[src/rtl/addsub_if.sv]
// Valid/ready operand and result bundle for addsub_pipe.
interface addsub_if #(
    parameter int WIDTH = 5
);
    logic             in_valid;
    logic             in_ready;
    logic [WIDTH-1:0] A;
    logic [WIDTH-1:0] B;
    logic             cin;
    logic             out_valid;
    logic             out_ready;
    logic [WIDTH-1:0] Result;
    logic             Cout;
    logic             ovf;
    logic             zero;
    logic             neg;

    modport master (output in_valid, A, B, cin, out_ready,
                    input  in_ready, out_valid, Result, Cout, ovf, zero, neg);
    modport slave  (input  in_valid, A, B, cin, out_ready,
                    output in_ready, out_valid, Result, Cout, ovf, zero, neg);
endinterface

[src/rtl/addsub_pipe.sv]
// Pipelined two's-complement adder/subtractor: ripple chain cut into STAGES registered slices.
// Optional signed saturation of Result is enabled by defining ADDSUB_SAT_EN.
module addsub_pipe #(
    parameter int WIDTH  = 5,
    parameter int STAGES = 2
) (
    input logic     clk,
    input logic     rst_n,
    addsub_if.slave bus
);
    localparam int CH = (WIDTH + STAGES - 1) / STAGES;

    logic [STAGES-1:0] vld_p;
    logic [STAGES:0]   vld_chain;
    logic [STAGES-1:0] ld;

    logic [WIDTH-1:0] a_p  [STAGES];
    logic [WIDTH-1:0] b_p  [STAGES];
    logic [WIDTH-1:0] r_p  [STAGES];
    logic             c_p  [STAGES];

    logic [WIDTH-1:0] a_nx [STAGES];
    logic [WIDTH-1:0] b_nx [STAGES];
    logic [WIDTH-1:0] r_nx [STAGES];
    logic             c_nx [STAGES];

    logic [WIDTH-1:0] ta, tb, tr;
    logic             tc;

    logic signed [WIDTH-1:0] raw_res;
    logic signed [WIDTH-1:0] res_nx;
    logic                    raw_cout;
    logic                    sgn_a, sgn_b;
    logic                    ovf_nx;
    logic                    zero_nx;
    logic                    neg_nx;

`ifdef ADDSUB_SAT_EN
    function automatic logic signed [WIDTH-1:0] sat_fn(input logic signed [WIDTH-1:0] raw,
                                                       input logic ov, input logic sgn);
        if (!ov)
            return raw;
        return sgn ? {1'b1, {(WIDTH-1){1'b0}}} : {1'b0, {(WIDTH-1){1'b1}}};
    endfunction
`endif

    // A stage loads when empty or when its content moves on; evaluated from the output back.
    always_comb begin
        ld = '0;
        ld[STAGES-1] = !vld_p[STAGES-1] || bus.out_ready;
        for (int k = STAGES - 2; k >= 0; k--)
            ld[k] = !vld_p[k] || ld[k+1];
    end

    assign vld_chain     = {vld_p, bus.in_valid};
    assign bus.in_ready  = ld[0];
    assign bus.out_valid = vld_p[STAGES-1];

    always_ff @(posedge clk or negedge rst_n) begin
        if (!rst_n) begin
            vld_p <= '0;
        end else begin
            for (int k = 0; k < STAGES; k++)
                if (ld[k])
                    vld_p[k] <= vld_chain[k];
        end
    end

    // Slice k ripples bits [k*CH, (k+1)*CH) using the carry held by the previous stage.
    always_comb begin
        ta = bus.A;
        tb = bus.B ^ {WIDTH{bus.cin}};
        tr = '0;
        tc = bus.cin;
        for (int k = 0; k < STAGES; k++) begin
            for (int i = 0; i < WIDTH; i++) begin
                if (i >= k * CH && i < (k + 1) * CH) begin
                    tr[i] = ta[i] ^ tb[i] ^ tc;
                    tc    = (ta[i] & tb[i]) | (tc & (ta[i] ^ tb[i]));
                end
            end
            a_nx[k] = ta;
            b_nx[k] = tb;
            r_nx[k] = tr;
            c_nx[k] = tc;
            if (k < STAGES - 1) begin
                ta = a_p[k];
                tb = b_p[k];
                tr = r_p[k];
                tc = c_p[k];
            end
        end
    end

    always_ff @(posedge clk) begin
        for (int k = 0; k < STAGES; k++) begin
            if (ld[k] && vld_chain[k]) begin
                a_p[k] <= a_nx[k];
                b_p[k] <= b_nx[k];
                r_p[k] <= r_nx[k];
                c_p[k] <= c_nx[k];
            end
        end
    end

    // ---- last stage: flags and optional clamp, registered with Result ----
    assign raw_res  = r_nx[STAGES-1];
    assign raw_cout = c_nx[STAGES-1];
    assign sgn_a    = a_nx[STAGES-1][WIDTH-1];
    assign sgn_b    = b_nx[STAGES-1][WIDTH-1];
    assign ovf_nx   = (sgn_a == sgn_b) && (raw_res[WIDTH-1] != sgn_a);

`ifdef ADDSUB_SAT_EN
    assign res_nx = sat_fn(raw_res, ovf_nx, sgn_a);
`else
    assign res_nx = raw_res;
`endif

    assign zero_nx = (res_nx == '0);
    assign neg_nx  = res_nx[WIDTH-1];

    always_ff @(posedge clk or negedge rst_n) begin
        if (!rst_n) begin
            bus.Result <= '0;
            bus.Cout   <= 1'b0;
            bus.ovf    <= 1'b0;
            bus.zero   <= 1'b0;
            bus.neg    <= 1'b0;
        end else if (ld[STAGES-1] && vld_chain[STAGES-1]) begin
            bus.Result <= res_nx;
            bus.Cout   <= raw_cout;
            bus.ovf    <= ovf_nx;
            bus.zero   <= zero_nx;
            bus.neg    <= neg_nx;
        end
    end

endmodule

[src/flat_wrapper.sv]
// flat-port wrapper written by rule: the top's interface ports become plain ports
module addsub_pipe_flat 
#(
    parameter int WIDTH  = 5,
    parameter int STAGES = 2
)
  (clk, rst_n, bus_in_valid, bus_A, bus_B, bus_cin, bus_out_ready, bus_in_ready, bus_out_valid, bus_Result, bus_Cout, bus_ovf, bus_zero, bus_neg);
  addsub_if #(.WIDTH(WIDTH)) bus_i ();
  input logic clk;
  input logic rst_n;
  input wire logic [$bits(bus_i.in_valid)-1:0] bus_in_valid;
  input wire logic [$bits(bus_i.A)-1:0] bus_A;
  input wire logic [$bits(bus_i.B)-1:0] bus_B;
  input wire logic [$bits(bus_i.cin)-1:0] bus_cin;
  input wire logic [$bits(bus_i.out_ready)-1:0] bus_out_ready;
  output wire logic [$bits(bus_i.in_ready)-1:0] bus_in_ready;
  output wire logic [$bits(bus_i.out_valid)-1:0] bus_out_valid;
  output wire logic [$bits(bus_i.Result)-1:0] bus_Result;
  output wire logic [$bits(bus_i.Cout)-1:0] bus_Cout;
  output wire logic [$bits(bus_i.ovf)-1:0] bus_ovf;
  output wire logic [$bits(bus_i.zero)-1:0] bus_zero;
  output wire logic [$bits(bus_i.neg)-1:0] bus_neg;
  assign bus_i.in_valid = bus_in_valid;
  assign bus_i.A = bus_A;
  assign bus_i.B = bus_B;
  assign bus_i.cin = bus_cin;
  assign bus_i.out_ready = bus_out_ready;
  assign bus_in_ready = bus_i.in_ready;
  assign bus_out_valid = bus_i.out_valid;
  assign bus_Result = bus_i.Result;
  assign bus_Cout = bus_i.Cout;
  assign bus_ovf = bus_i.ovf;
  assign bus_zero = bus_i.zero;
  assign bus_neg = bus_i.neg;
  addsub_pipe #(.WIDTH(WIDTH), .STAGES(STAGES)) u_core (.clk(clk), .rst_n(rst_n), .bus(bus_i));
endmodule
[config.mk]
export PLATFORM = sky130hd
export DESIGN_NAME = addsub_pipe_flat
export DESIGN_NICKNAME = d
export VERILOG_FILES = /design/src/rtl/addsub_if.sv /design/src/rtl/addsub_pipe.sv /design/src/flat_wrapper.sv
export SDC_FILE = /design/constraint.sdc
export NUM_CORES = 1
export LEC_CHECK = 0
export ABC_AREA = 1
export CAP_MARGIN = 30
export CORE_MARGIN = 3
export CORE_UTILIZATION = 45
export CTS_BUF_LIST = sky130_fd_sc_hd__clkbuf_16
export DETAILED_ROUTE_END_ITERATION = 8
export GPL_TIMING_DRIVEN = 0
export PLACE_DENSITY = 0.74
export SLEW_MARGIN = 20
export SYNTH_ARGS = -nofsm -noshare
export SYNTH_HDL_FRONTEND = slang
export SYNTH_SLANG_ARGS = --single-unit
[constraint.sdc]
create_clock -name clk -period 2 [get_ports clk]
set_input_delay 0.3 -clock clk [delete_from_list [all_inputs] [get_ports clk]]
set_output_delay 0.3 -clock clk [all_outputs]
set_load 0.01 [all_outputs]
* Word-level counts from Yosys, hierarchy flattened
Memory sizes are Yosys's and may differ from the RTL's.
Index checks and enable logic that the tools add are counted.
** Operators by class
- Equality and inequality tests :: 2
- Muxes and demuxes :: 4
- Bitwise logic cells :: 26
- Reductions and logical operators :: 8
** Operators by type and width (number)
- $and A1 B1 Y1 :: 10
- $xor A1 B1 Y1 :: 10
- $logic_not A5 Y1 :: 1
- $or A1 B1 Y1 :: 5
- $xor A5 B5 Y5 :: 1
- $mux W1 :: 4
- $logic_and A1 B1 Y1 :: 3
- $logic_not A1 Y1 :: 2
- $logic_or A1 B1 Y1 :: 2
- $eq A1 B1 Y1 :: 1
- $ne A1 B1 Y1 :: 1
** Storage, ports and cells
- Register bits :: 11
- Memory bits (writable) :: 32
- Input bits :: 15
- Output and inout port bits :: 11
- Word-level logic and storage cells :: 51
- Memories kept :: 4
** Memory list
- u_core.a_p :: words 2, width 5, read ports 1, clocked after memory_dff 0, write ports 2, RTL line addsub_pipe.sv:17 : logic [WIDTH-1:0] a_p [STAGES];
- u_core.b_p :: words 2, width 5, read ports 1, clocked after memory_dff 0, write ports 2, RTL line addsub_pipe.sv:18 : logic [WIDTH-1:0] b_p [STAGES];
- u_core.r_p :: words 2, width 5, read ports 1, clocked after memory_dff 0, write ports 2, RTL line addsub_pipe.sv:19 : logic [WIDTH-1:0] r_p [STAGES];
- u_core.c_p :: words 2, width 1, read ports 1, clocked after memory_dff 0, write ports 2, RTL line addsub_pipe.sv:20 : logic c_p [STAGES];

* Longest topological paths before layout
Gate-level depths: netlist (run 1).
- Depth in word-level cells :: 8
- Depth in mapped cells :: 8
- Gate-level depth less buffers :: 8

* Worst setup path before layout (run 1)
No wires, ideal clock.
- Path type :: input -> register
- Start point :: in bus_cin
- End point :: mem u_core.r_p[0][2], data pin
- Arrival :: 1.412 ns
- Data required time :: 1.731 ns
- Path slack :: 0.319 ns
- Cell stages on the path :: 5
- Path buffers :: 1
- Path through :: buf_2 xnor2_1 fa_1 inv_1 fa_1
** RTL lines
- start: declaration :: RTL line flat_wrapper.sv:14 : input wire logic [$bits(bus_i.cin)-1:0] bus_cin;
- end: declaration :: RTL line addsub_pipe.sv:19

* Worst setup path in the final report (run 1)
- Start point :: mem u_core.c_p[0]
- End point :: reg u_core.bus.zero
** Between the ends
- Cells in the longest elaborated chain, start to end :: 5
- Elaborated cells between the ends (all ways) :: 6
** Ends and longest elaborated chain
- start: declaration :: RTL line addsub_pipe.sv:20
- $mem_v2 Z2 W1
- $and A1 B1 Y1 :: RTL line addsub_pipe.sv:79 : tc = (ta[i] & tb[i]) | (tc & (ta[i] ^ tb[i]));
- $or A1 B1 Y1 :: RTL line addsub_pipe.sv:79
- $xor A1 B1 Y1 :: RTL line addsub_pipe.sv:78 : tr[i] = ta[i] ^ tb[i] ^ tc;
- net u_core.neg_nx :: RTL line addsub_pipe.sv:36 : logic neg_nx;
- $logic_not A5 Y1 :: RTL line addsub_pipe.sv:119 : assign zero_nx = (res_nx == '0);
- end signal: assignment :: RTL line addsub_pipe.sv:133 : bus.zero <= zero_nx;
- end: declaration :: RTL line addsub_if.sv:21 : output in_ready, out_valid, Result, Cout, ovf, zero, neg);
The timed path passes the listed nets, and every way through them passes these cells.
A chain may end at the register's enable or synchronous reset.

==> results.yml, run 1 <==
logic_synthesis:
  syn-mean-instance-area_um2: 10.9
  sequential_element_share_of_the_synthesized_area_pct: 57.6
  synth.cell_area_um2: 851
  netlist_instances: 78
  synthDominantCellAreaShare_pct: 29.4
  synth-main-ff-cell: "sky130_fd_sc_hd__dfrtp_1"
  synth_area_leaders: "sky130_fd_sc_hd__dfrtp_1 29%, sky130_fd_sc_hd__edfxtp_1 28%, sky130_fd_sc_hd__nand2_1 9.7%, sky130_fd_sc_hd__fa_1 9.4%, sky130_fd_sc_hd__inv_1 5.3%"
  syn_nets: 98
  synth_edf_count: 8
  synth-seq-cells: 18
  most_frequent_cell_after_synthesis: "sky130_fd_sc_hd__nand2_1"
  yosys.cell_types.count: 16
  synth-async-reset-ratio_pct: 55.6
  synth_common_cells: "22 x sky130_fd_sc_hd__nand2_1, 12 x sky130_fd_sc_hd__inv_1, 10 x sky130_fd_sc_hd__dfrtp_1"
  ys.warnings.count: 0
  synth_largest_area_cell: "sky130_fd_sc_hd__dfrtp_1"
power_and_ir_drop:
  largest_vdd_supply_drop_mv: 0.612
  p_leak_nw: 0.555
  power.density_cell_area_nw_per_um2: 1010
setup_path:
  timing.reg2reg.setup_slack_ns: 0.14
  worstPathArrival_ns: 2.02
  timing.setup.critical_path_class: "flop to flop"
  worstPathBufferInverterCount: 2
  timing.critical_path.max_delay_family: "adder cells"
  critical_path.endpoint_type: "flop"
  cp_slowest_cell: "sky130_fd_sc_hd__fa_1"
  critical_path_peak_fanout: 4
  timing.rr.end: "u_core.bus.zero"
  crit-reg2reg-launch: "u_core.c_p[0]"
  cp_slowest_stage_delay_ns: 0.44
  path_cells: "inv_1 > fa_1 > inv_1 > fa_1 > nor2_1 > nand2_1 > o21ai_0"
  required_ns: 2.16
  reg2regPathDepth: 7
  timing.critical_path.from_type: "flop"
cts:
  hold_buffers: 0
  htreeDepth: 1
  ctsResizeCount: 0
  worstSkewPairLatency_ns: 0.24
  cts_setup_buffers: 0
  clock_sinks: 18
  cts-root-buf: "sky130_fd_sc_hd__clkbuf_16"
  clkSlewWorstSetupHoldPaths_ns: 0.05
  clock_tree_from_tritoncts: "built"
  clockBufferDepth: 2
  numCtsBuffers: 3
routing:
  wl_met3_um: 95
  via_count: 580
  finalWirelength_mm: 1.42
  drt_first_pass_iters: 4
  maxUsedRoutingLayer: "met4"
  met2RoutedLength_um: 763
  via_per_inst: 4.43
  route.detailed.wl_per_inst_um: 10.8
  drc: 0
  length_of_routed_wiring_on_met1_um: 510
  routed_antenna_nets: 0
  dr.first_iter.drc_count: 12
die:
  rows: 15
  die_area_um2: 2450
  core_region_area_um2: 1760
  die-width_um: 49.5
  initial_utilization_pct: 48.2
  chipHeight_um: 49.5
  io_pins: 26
sta:
  worst_pin_slew_ns: 0.433
  fin_tns_setup_ns: 0
  maxSlewViolCount: 0
  fmax_mhz: 537
  max_slew_margin_pct: 71.1
  setup_repair_after_global_routing_missed_its_margin: "no"
  fin_crit_sh_pct: 93.2
  layout_min_cycle_time_ns: 1.86
  clock_skew_ns: 0.00299
  final-hold-violation-count: 0
  setup_viol_count_final: 0
layout:
  num-nets-final: 127
  layout-drive-gt1-share_pct: 7.55
  synthToLayoutAreaGrowth_pct: 41.2
  finalNonFillerCells: 131
  n_antenna_cell: 0
grt:
  overflow: 0
  track_usage_pct: 12.9
  grt_first_pass_wirelength_mm: 2.41
  grt_pass1_vias: 581
  grt_start_max_net_pins: 11
  antenna_found_initial: 0
placement:
  count_of_placed_standard_cells_including_taps: 127
  detailed_place_hpwl_mm: 1.08
  gpl.final_weighted_congestion: 0.728
  port_buffers: 24
outcome:
  status: "complete, no violations"
min_path:
  timing.hold.worst.class: "input pin to asynchronous set/reset pin"
job:
  timing.max_cap.violations: 0
## how the worst max path moves through the flow
stage	start	end	slack, ns	cells after the start
4_1_cts	u_core.c_p[0]	u_core.bus.zero	0.14	7
3_5_place_dp	bus_B[1]	u_core.r_p[0][2]	-0.01	5
3_3_place_gp	bus_B[0]	u_core.r_p[0][2]	-0.007	5
5_1_grt	u_core.c_p[0]	u_core.bus.zero	0.06	7
2_1_floorplan	bus_cin	u_core.r_p[0][2]	0.32	5
6_report	u_core.c_p[0]	u_core.bus.zero	0.14	7
## placed cells by master (no fill, tap or decap)
| master | count |
|---|---|
| sky130_fd_sc_hd__clkdlybuf4s50_1 | 24 |
| sky130_fd_sc_hd__nand2_1 | 22 |
| sky130_fd_sc_hd__inv_1 | 13 |
| sky130_fd_sc_hd__dfrtp_1 | 10 |
| sky130_fd_sc_hd__edfxtp_1 | 8 |
| sky130_fd_sc_hd__xor2_1 | 4 |
| sky130_fd_sc_hd__nor2_1 | 4 |
| sky130_fd_sc_hd__fa_1 | 4 |
| sky130_fd_sc_hd__nand3_1 | 3 |
| sky130_fd_sc_hd__o21ai_0 | 3 |
| sky130_fd_sc_hd__clkbuf_16 | 3 |
| sky130_fd_sc_hd__nand2_2 | 2 |
| sky130_fd_sc_hd__buf_2 | 1 |
| sky130_fd_sc_hd__xnor2_1 | 1 |
| sky130_fd_sc_hd__mux2i_1 | 1 |
| sky130_fd_sc_hd__a21oi_4 | 1 |
| sky130_fd_sc_hd__ha_1 | 1 |
| sky130_fd_sc_hd__buf_4 | 1 |
## cell type report
type,instances,area (um2)
Fill cell,154,563
Sequential cell,18,490
Multi-Input combinational cell,46,303
Timing Repair Buffer,24,240
Clock buffer,3,75.1
Inverter,12,45.0
Tap cell,25,31.3
Buffer,2,12.5
Clock inverter,1,3.75
## kinds of logic (layout without fill, tap and decap cells)
| group | Yosys count | after routing | share of synthesized area [%] |
|---|---|---|---|
| AND/OR/NAND/NOR | 31 | 31 | 14.7 |
| flip-flops | 18 | 18 | 57.6 |
| buffers and inverters | 14 | 42 | 6.76 |
| adder cells (fa/ha/maj) | 5 | 5 | 10.9 |
| XOR/XNOR | 5 | 5 | 5.15 |
| AO/OA/AOI/OAI | 4 | 4 | 3.68 |
| multiplexers | 1 | 1 | 1.18 |
## where the power goes
group | total [W] | internal [W] | switching (W)
sequential | 0.000500 | 0.000462 | 0.0000387
clock | 0.000389 | 0.000265 | 0.000124
combinational | 0.000320 | 0.000176 | 0.000144
total | 0.00121 | 0.000903 | 0.000306
## through the flow
step / util [%] / total power (W) / area (um2) / hold slack [ns] / worst slack [ns]
global placement: 63.6 / 0.000814 / 1120 / 0.457 / -0.00658
CTS: 68.1 / 0.00122 / 1200 / 0.378 / 0.136
detailed placement: 63.6 / 0.000827 / 1120 / 0.463 / -0.00965
global route: 68.1 / 0.00128 / 1200 / 0.397 / 0.0636
floorplan: - / 0.000655 / 851 / 0.00441 / 0.319
finish: 68.1 / 0.00121 / 1200 / 0.365 / 0.137
## state kept, by name, summed over array words and instances (netlist names)
signal and count:
u_core.a_p 2, u_core.b_p 2, u_core.bus.Cout 1, u_core.bus.Result 5, u_core.bus.ovf 1, u_core.bus.zero 1
u_core.c_p 1, u_core.r_p 3, u_core.vld_p 2
## routing by layer
layer	GRT usage [%]	up-vias
met5	0	-
met4	5.99	0
met3	3.02	4
met2	24.3	24
met1	13.4	260
li1	-	292
Power figures use the tool's default switching activity.
==> inputs of run 2 (changes only) <==
Settings changed: ABC_CLOCK_PERIOD_IN_PS set to 2000.
==> results of run 2 <==
The final DEF is identical to that of run 1; final timing and power are the same.
